===== src/rtl/alu16_pkg.sv =====
// Shared types and constants for the sign-magnitude ALU result path.
// Includes the leading-zero blank mask helper used by the BCD stage.
package alu16_pkg;

  localparam int MAG_W       = 15;
  localparam int DIGITS      = 5;
  localparam int BCD_W       = 4 * DIGITS;
  localparam int SM_SIGN_BIT = 15;
  localparam int CNT_W       = 4;

  localparam logic [CNT_W-1:0]  CNT_LAST  = CNT_W'(MAG_W - 1);
  localparam logic [DIGITS-1:0] BLANK_RST = {{(DIGITS-1){1'b1}}, 1'b0};

  typedef enum logic [1:0] {
    IDLE,
    SHIFT,
    DONE
  } state_t;

  // Units digit is never blanked so zero still shows as a single "0".
  function automatic logic [DIGITS-1:0] blank_mask(input logic [BCD_W-1:0] b);
    logic              run;
    logic [DIGITS-1:0] m;
    run = 1'b1;
    m   = '0;
    for (int i = DIGITS - 1; i >= 1; i--) begin
      run  = run & (b[4*i +: 4] == 4'd0);
      m[i] = run;
    end
    return m;
  endfunction

endpackage


===== src/rtl/bcd_add3.sv =====
// Double-dabble digit correction: adds 3 to a BCD digit that is 5 or more,
// so the following left shift carries correctly into the next digit.
module bcd_add3 (
  input  logic [3:0] din_i,
  output logic [3:0] dout_o
);

  assign dout_o = (din_i >= 4'd5) ? din_i + 4'd3 : din_i;

endmodule


===== src/rtl/alu_result_bcd.sv =====
// Converts one sign-magnitude ALU result to packed BCD for the display; result
// appears MAG_W clocks after acceptance and is held until out_ready.
module alu_result_bcd
  import alu16_pkg::*;
(
  input  logic                 clk,
  input  logic                 rst,
  input  logic                 in_valid,
  output logic                 in_ready,
  input  logic [SM_SIGN_BIT:0] in_data,
  input  logic                 in_ovf,
  output logic                 out_valid,
  input  logic                 out_ready,
  output logic [BCD_W-1:0]     bcd,
  output logic                 neg,
  output logic                 ovf,
  output logic [DIGITS-1:0]    blank
);

  state_t             state_q, state_d;
  logic [CNT_W-1:0]   cnt_q, cnt_d;
  logic [MAG_W-1:0]   mag_q, mag_d;
  logic [BCD_W-1:0]   bcdw_q, bcdw_d;
  logic               sgn_q, sgn_d;
  logic               ovfw_q, ovfw_d;

  logic [BCD_W-1:0]   bcd_q, bcd_d;
  logic               neg_q, neg_d;
  logic               ovf_q, ovf_d;
  logic [DIGITS-1:0]  blank_q, blank_d;

  logic [BCD_W-1:0]   adj;
  logic [BCD_W-1:0]   shifted;
  logic               adj_msb_unused;

  for (genvar g = 0; g < DIGITS; g++) begin : g_add3
    bcd_add3 u_add3 (
      .din_i  (bcdw_q[4*g +: 4]),
      .dout_o (adj[4*g +: 4])
    );
  end

  // The top digit never exceeds 3 for a 15-bit magnitude, so its carry-out is dropped.
  assign adj_msb_unused = adj[BCD_W-1];
  assign shifted        = {adj[BCD_W-2:0], mag_q[MAG_W-1]};

  always_comb begin
    state_d = state_q;
    cnt_d   = cnt_q;
    mag_d   = mag_q;
    bcdw_d  = bcdw_q;
    sgn_d   = sgn_q;
    ovfw_d  = ovfw_q;
    bcd_d   = bcd_q;
    neg_d   = neg_q;
    ovf_d   = ovf_q;
    blank_d = blank_q;

    case (state_q)
      IDLE: begin
        if (in_valid) begin
          mag_d   = in_data[MAG_W-1:0];
          sgn_d   = in_data[SM_SIGN_BIT];
          ovfw_d  = in_ovf;
          bcdw_d  = '0;
          cnt_d   = '0;
          state_d = SHIFT;
        end
      end
      SHIFT: begin
        bcdw_d = shifted;
        mag_d  = {mag_q[MAG_W-2:0], 1'b0};
        cnt_d  = cnt_q + 1'b1;
        if (cnt_q == CNT_LAST) begin
          // Publish only complete conversions; negative zero shows as +0.
          bcd_d   = shifted;
          neg_d   = sgn_q & (shifted != '0);
          ovf_d   = ovfw_q;
          blank_d = blank_mask(shifted);
          state_d = DONE;
        end
      end
      DONE: begin
        if (out_ready) begin
          state_d = IDLE;
        end
      end
      default: state_d = IDLE;
    endcase
  end

  always_ff @(posedge clk) begin
    if (rst) begin
      state_q <= IDLE;
      cnt_q   <= '0;
      mag_q   <= '0;
      bcdw_q  <= '0;
      sgn_q   <= 1'b0;
      ovfw_q  <= 1'b0;
      bcd_q   <= '0;
      neg_q   <= 1'b0;
      ovf_q   <= 1'b0;
      blank_q <= BLANK_RST;
    end else begin
      state_q <= state_d;
      cnt_q   <= cnt_d;
      mag_q   <= mag_d;
      bcdw_q  <= bcdw_d;
      sgn_q   <= sgn_d;
      ovfw_q  <= ovfw_d;
      bcd_q   <= bcd_d;
      neg_q   <= neg_d;
      ovf_q   <= ovf_d;
      blank_q <= blank_d;
    end
  end

  assign in_ready  = (state_q == IDLE);
  assign out_valid = (state_q == DONE);
  assign bcd       = bcd_q;
  assign neg       = neg_q;
  assign ovf       = ovf_q;
  assign blank     = blank_q;

endmodule


===== config.mk =====
export PLATFORM = sky130hd
export DESIGN_NAME = alu_result_bcd
export DESIGN_NICKNAME = d
export VERILOG_FILES = /design/src/rtl/alu16_pkg.sv /design/src/rtl/bcd_add3.sv /design/src/rtl/alu_result_bcd.sv
export SDC_FILE = /design/constraint.sdc
export NUM_CORES = 1
export LEC_CHECK = 0
export BUFFER_PORTS_ARGS = -buffer_cell sky130_fd_sc_hd__buf_4
export CAP_MARGIN = 20
export CORE_MARGIN = 2
export CORE_UTILIZATION = 40
export CTS_BUF_LIST = sky130_fd_sc_hd__clkbuf_8
export CTS_CLUSTER_SIZE = 16
export DETAILED_ROUTE_END_ITERATION = 10
export GPL_ROUTABILITY_DRIVEN = 0
export SKIP_LAST_GASP = 1
export SYNTH_ARGS = -nofsm -noshare
export SYNTH_HDL_FRONTEND = slang
export SYNTH_HIERARCHICAL = 1
export SYNTH_SLANG_ARGS = --single-unit

===== constraint.sdc =====
create_clock -name clk -period 2.4 [get_ports clk]
set_clock_uncertainty 0.2 [all_clocks]
set_input_delay 0.36 -clock clk [delete_from_list [all_inputs] [get_ports clk]]
set_output_delay 0.36 -clock clk [all_outputs]
set_load 0.02 [all_outputs]

==> results.sh, run 1 <==
export IMPL_synth_warnings=6
export IMPL_rrSetupSlack_ns=0.14
export IMPL_htree_levels=3
export IMPL_post_cts_setup_buffers=0
export IMPL_r2r_start="bcdw_q[17]$_SDFFE_PP0P_"
export IMPL_maxCapViolations=0
export IMPL_wirelength_um=6910
export IMPL_dpl_hpwl_um=4560
export IMPL_drc=0
export IMPL_synthesis_instances=391
export IMPL_ios=50
export IMPL_holdBufCountCts=0
export IMPL_cts_buffers=9
export IMPL_tightest_slew_ns=0.726
export IMPL_power_switching_w=0.000533
export IMPL_vias=2697
export IMPL_initial_core_util=0.411
export IMPL_multi_input_area_um2=1640
export IMPL_cp_cell_sequence="inv_1 > ha_1 > nand2b_1 > a21oi_4 > mux2i_2 > nor4_4 > buf_4 > and3_1 > a211o_1"
export IMPL_p_total_w=0.00216
export IMPL_tritoncts="yes"
export IMPL_n_antenna_cell=0
export IMPL_fin_area_um2=3810
export IMPL_place_area_um2=3590
export IMPL_critPathArrivalTime_ns=2.29
export IMPL_clkSlewWorstSetupHoldPaths_ns=0.07
export IMPL_synth_area_per_cell_um2=8.03
export IMPL_drtPass1Iterations=4
export IMPL_internal_power_w=0.00163
export IMPL_hold_path_class="in2reg"
export IMPL_critical_path_slowest_cell="mux2i_2"
export IMPL_seqCellArea_um2=1380
export IMPL_fp_dieW_um=92.6
export IMPL_worst_setup_path_end_kind="flop"
export IMPL_cp_startpoint="bcdw_q[17]$_SDFFE_PP0P_"
export IMPL_cp_num_buf_inv=2
export IMPL_grt_ovfl_total=0
export IMPL_pwr_share_seq=0.551
export IMPL_finalSetupViolations=0
export IMPL_crit_required_ns=2.43
export IMPL_die_h_um=92.6
export IMPL_area_delta_synth_final_pct=21.5
export IMPL_first_global_vias=2582
export IMPL_drtAntennaViolNets=0
export IMPL_grt_max_degree=70
export IMPL_final_hold_viol_count=0
export IMPL_crit_path_start_kind="flop"
export IMPL_dieArea_um2=8580
export IMPL_path_delay_family="compound AO/OA/AOI/OAI gates"
export IMPL_vdd_drop_max_mv=0.275
export IMPL_powerDensity_nw_per_um2=566
export IMPL_max_freq_ghz=0.442
export IMPL_clock_latency_ns=0.34
export IMPL_clock_sinks=69
export IMPL_worst_slack_ns=0.140
export IMPL_grt_pass1_wl_um=11700
export IMPL_combPwrFrac=0.073
export IMPL_relSlewSlack=0.516
export IMPL_critPathMaxStageDelay_ns=0.35
export IMPL_wl_per_cell_um=12.8
export IMPL_crit_fanout=3
export IMPL_worstHoldStart="in_ovf"
export IMPL_drv_slew=0
export IMPL_clk_path_buf_depth=2
export IMPL_power_leakage_nw=1.56
export IMPL_row_count=32
export IMPL_grt_util_all_layers=0.169
export IMPL_syn_area_um2=3140
export IMPL_min_period_over_period=0.942
export IMPL_p_sw_frac=0.247
export IMPL_drt_iter0_drc=105
export IMPL_antenna_found_initial=0
export IMPL_final_layout_size_suffix_gt1_frac=0.207
export IMPL_cts_root_buffer="clkbuf_8"
export IMPL_core_um2=7650
export IMPL_vias_per_cell=4.99
export IMPL_status="complete, no violations"
export IMPL_place_ws_ns=0.0552
export IMPL_clock_power_share=0.375
export IMPL_fillers=791
export IMPL_nNetsFinal=468
export IMPL_crit_type="reg2reg"
export IMPL_syn_nets=424
export IMPL_fin_crit_ns=2.26
export IMPL_io_buffers=48
export IMPL_cts_resized=0
==> cell usage in the layout, fill, tap and decap left out, types with 4 or more instances in the layout <==
cell type,instances
nand2_1,93
dfxtp_1,69
buf_4,59
nor2_1,53
a21oi_1,28
a22oi_1,20
a311oi_1,15
nand2b_1,12
ha_1,12
inv_1,11
clkbuf_8,10
mux2i_1,6
o21ai_1,5
o21ai_0,5
clkinv_2,4
a21oi_2,4
xnor2_1,4
==> worst min-delay path, stage by stage <==
cell and delay, ns:
buf_4 0.07, mux2i_1 0.05, nor2_1 0.07
==> worst paths after layout <==
path / end / cells past startpoint
min: ovfw_q$_SDFFE_PP0P_ / 3
max: blank[3]$_SDFFE_PP1P_ / 9
min reg2reg: bcd[12]$_SDFFE_PP0P_ / 2
max reg2reg: blank[3]$_SDFFE_PP1P_ / 9
==> power by group through the flow <==
stage          registers [W]  clock network, W  logic (W)
2_1_floorplan        0.00121                 0   0.000108
3_3_place_gp         0.00122                 0   0.000157
3_5_place_dp         0.00122                 0   0.000159
4_1_cts              0.00119          0.000838   0.000159
5_1_grt              0.00119          0.000878   0.000178
6_report             0.00119          0.000810   0.000158
==> per-layer routing <==
layer | part of all wire | track usage | up-vias
li1 | - | - | 1398
met1 | 0.49 | 0.224 | 1245
met2 | 0.47 | 0.275 | 42
met3 | 0.028 | 0.0277 | 12
met4 | 0.018 | 0.0709 | 0
met5 | 0 | 0 | -
==> registers in the layout (all words and copies together) (netlist names) <==
name     count
bcdw_q      20
ovfw_q       1
cnt_q        4
neg          1
ovf          1
blank        4
bcd         20
state_q      2
mag_q       15
sgn_q        1
==> layout make-up <==
class | count | area share
multi-input combinational | 284 | 0.429
sequential | 69 | 0.362
timing repair buffer | 60 | 0.121
clock buffer | 10 | 0.0361
tap | 102 | 0.0335
inverter | 11 | 0.0108
clock inverter | 5 | 0.00722
==> stage by stage <==
stage | hold slack [ns] | TNS (ns) | utilization | std cells
6_report | 0.0559 | 0 | 0.499 | 541
5_1_grt | 0.0917 | -0.0436 | 0.499 | 541
4_1_cts | 0.0494 | 0 | 0.492 | 541
3_5_place_dp | 0.247 | 0 | 0.470 | 526
3_3_place_gp | 0.245 | 0 | 0.470 | 526
2_1_floorplan | 0.231 | 0 | - | 391
Note: power is estimated with default switching activity, not from simulation.
==> inputs of run 2 (changes only) <==
- ABC_AREA: default -> 1
==> results.sh, run 2 <==
export IMPL_ios=50
export IMPL_clk_path_buf_depth=2
export IMPL_final_common_cell="nand2_1"
export IMPL_core_um2=8590
export IMPL_antenna_found_initial=0
export IMPL_p_sw_frac=0.240
export IMPL_clkSlewWorstSetupHoldPaths_ns=0.07
export IMPL_wirelength_um=7450
export IMPL_min_period_over_period=0.832
export IMPL_fin_area_um2=4080
export IMPL_synth_area_per_cell_um2=7.37
export IMPL_io_buffers=48
export IMPL_tightest_slew_ns=0.597
export IMPL_final_layout_size_suffix_gt1_frac=0.235
export IMPL_grt_pass1_wl_um=12800
export IMPL_grt_ovfl_total=0
export IMPL_area_delta_synth_final_pct=17.1
export IMPL_initial_core_util=0.406
export IMPL_status="complete, no violations"
export IMPL_syn_area_um2=3480
export IMPL_p_total_w=0.00235
export IMPL_powerDensity_nw_per_um2=577
export IMPL_vdd_drop_max_mv=0.274
export IMPL_grt_max_degree=50
export IMPL_cts_root_buffer="clkbuf_8"
export IMPL_met1Wirelength_um=3510
export IMPL_maxCapViolations=0
export IMPL_worst_setup_path_end_kind="flop"
export IMPL_post_cts_setup_buffers=0
export IMPL_crit_path_start_kind="flop"
export IMPL_drtPass1Iterations=4
export IMPL_finalSetupViolations=0
export IMPL_internal_power_w=0.00179
export IMPL_max_freq_ghz=0.501
export IMPL_die_h_um=97.3
export IMPL_met3_length_um=224
export IMPL_worst_hold_slack_ns=0.0828
export IMPL_hold_depth=4
export IMPL_n_antenna_cell=0
export IMPL_fp_dieW_um=97.3
export IMPL_vias_per_cell=4.88
export IMPL_clock_latency_ns=0.33
export IMPL_final_cell_mix="nand2_1, dfxtp_1, buf_4, a21oi_1, nor2_1"
export IMPL_relSlewSlack=0.602
export IMPL_pwr_share_seq=0.507
export IMPL_critPathArrivalTime_ns=2.05
export IMPL_drt_iter0_drc=99
export IMPL_syn_nets=506
export IMPL_cts_buffers=9
export IMPL_tritoncts="yes"
export IMPL_grt_util_all_layers=0.162
export IMPL_hold_path_class="in2reg"
export IMPL_power_leakage_nw=1.63
export IMPL_crit_type="reg2reg"
export IMPL_clock_power_share=0.391
export IMPL_dieArea_um2=9470
export IMPL_clock_sinks=69
export IMPL_combPwrFrac=0.103
export IMPL_drtAntennaViolNets=0
export IMPL_htree_levels=3
export IMPL_row_count=34
export IMPL_drv_slew=0
export IMPL_holdBufCountCts=0
export IMPL_first_global_vias=2916
export IMPL_crit_required_ns=2.45
export IMPL_nNetsFinal=550
export IMPL_final_hold_viol_count=0
export IMPL_reg2reg_depth=11
export IMPL_synthesis_instances=473
export IMPL_routed_wl_met2_um=3600
export IMPL_rsz0062_at_grt="no"
export IMPL_crit_fanout=4
export IMPL_fin_crit_ns=2.00
export IMPL_dpl_hpwl_um=5180
export IMPL_top_layer_used="met4"
export IMPL_cts_resized=0
export IMPL_wl_per_cell_um=11.9
export IMPL_synth_warnings=6
export IMPL_power_switching_w=0.000565
export IMPL_vias=3061
export IMPL_drc=0
export IMPL_place_area_um2=3890
export IMPL_tns_ns=0
## run 2: power groups by stage
stage	registers [W]	logic, W	clock network, W
after floorplan	0.00122	0.000189	0
after global placement	0.00122	0.000242	0
after detailed placement	0.00122	0.000244	0
after CTS	0.00119	0.000246	0.000944
after global routing	0.00120	0.000272	0.000995
final	0.00119	0.000242	0.000920
## run 2: final cells by class
type,instances,area [um^2]
fill,876,4510
multi-input combinational,335,1770
sequential,69,1380
timing repair buffer,56,433
inverter,46,175
clock buffer,11,151
tap,108,135
clock inverter,2,35.0
## run 2: layer usage
layer	vias up	global-route usage
met2	48	0.285
met3	10	0.0424
met5	-	0
met4	0	0.0491
li1	1587	-
met1	1416	0.193
## run 2: final timing paths
path,from,to,slack [ns]
setup / recovery,bcdw_q[16]$_SDFFE_PP0P_,blank[1]$_SDFFE_PP1P_,0.40
hold / removal,out_ready,state_q[1]$_SDFFE_PP0P_,0.08
setup reg to reg,bcdw_q[16]$_SDFFE_PP0P_,blank[1]$_SDFFE_PP1P_,0.40
hold reg to reg,mag_q[9]$_SDFFE_PP0P_,mag_q[9]$_SDFFE_PP0P_,0.26
## run 2: metrics by stage
step | instances | util | setup slack, ns
after CTS | 627 | 0.475 | 0.394
after global placement | 614 | 0.453 | 0.486
final | 627 | 0.475 | 0.404
after detailed placement | 614 | 0.453 | 0.424
after floorplan | 473 | - | 0.627
after global routing | 627 | 0.475 | 0.206
## run 2: worst max-delay path: stages, from the launching register on
cell	delay [ns]
dfxtp_1	0.38
inv_1	0.07
ha_1	0.24
nor2_4	0.16
nor2_4	0.06
nand2_1	0.05
nand2_1	0.08
nor2_1	0.11
nand2_1	0.08
nor2_1	0.20
nand4_1	0.14
o21ai_0	0.16
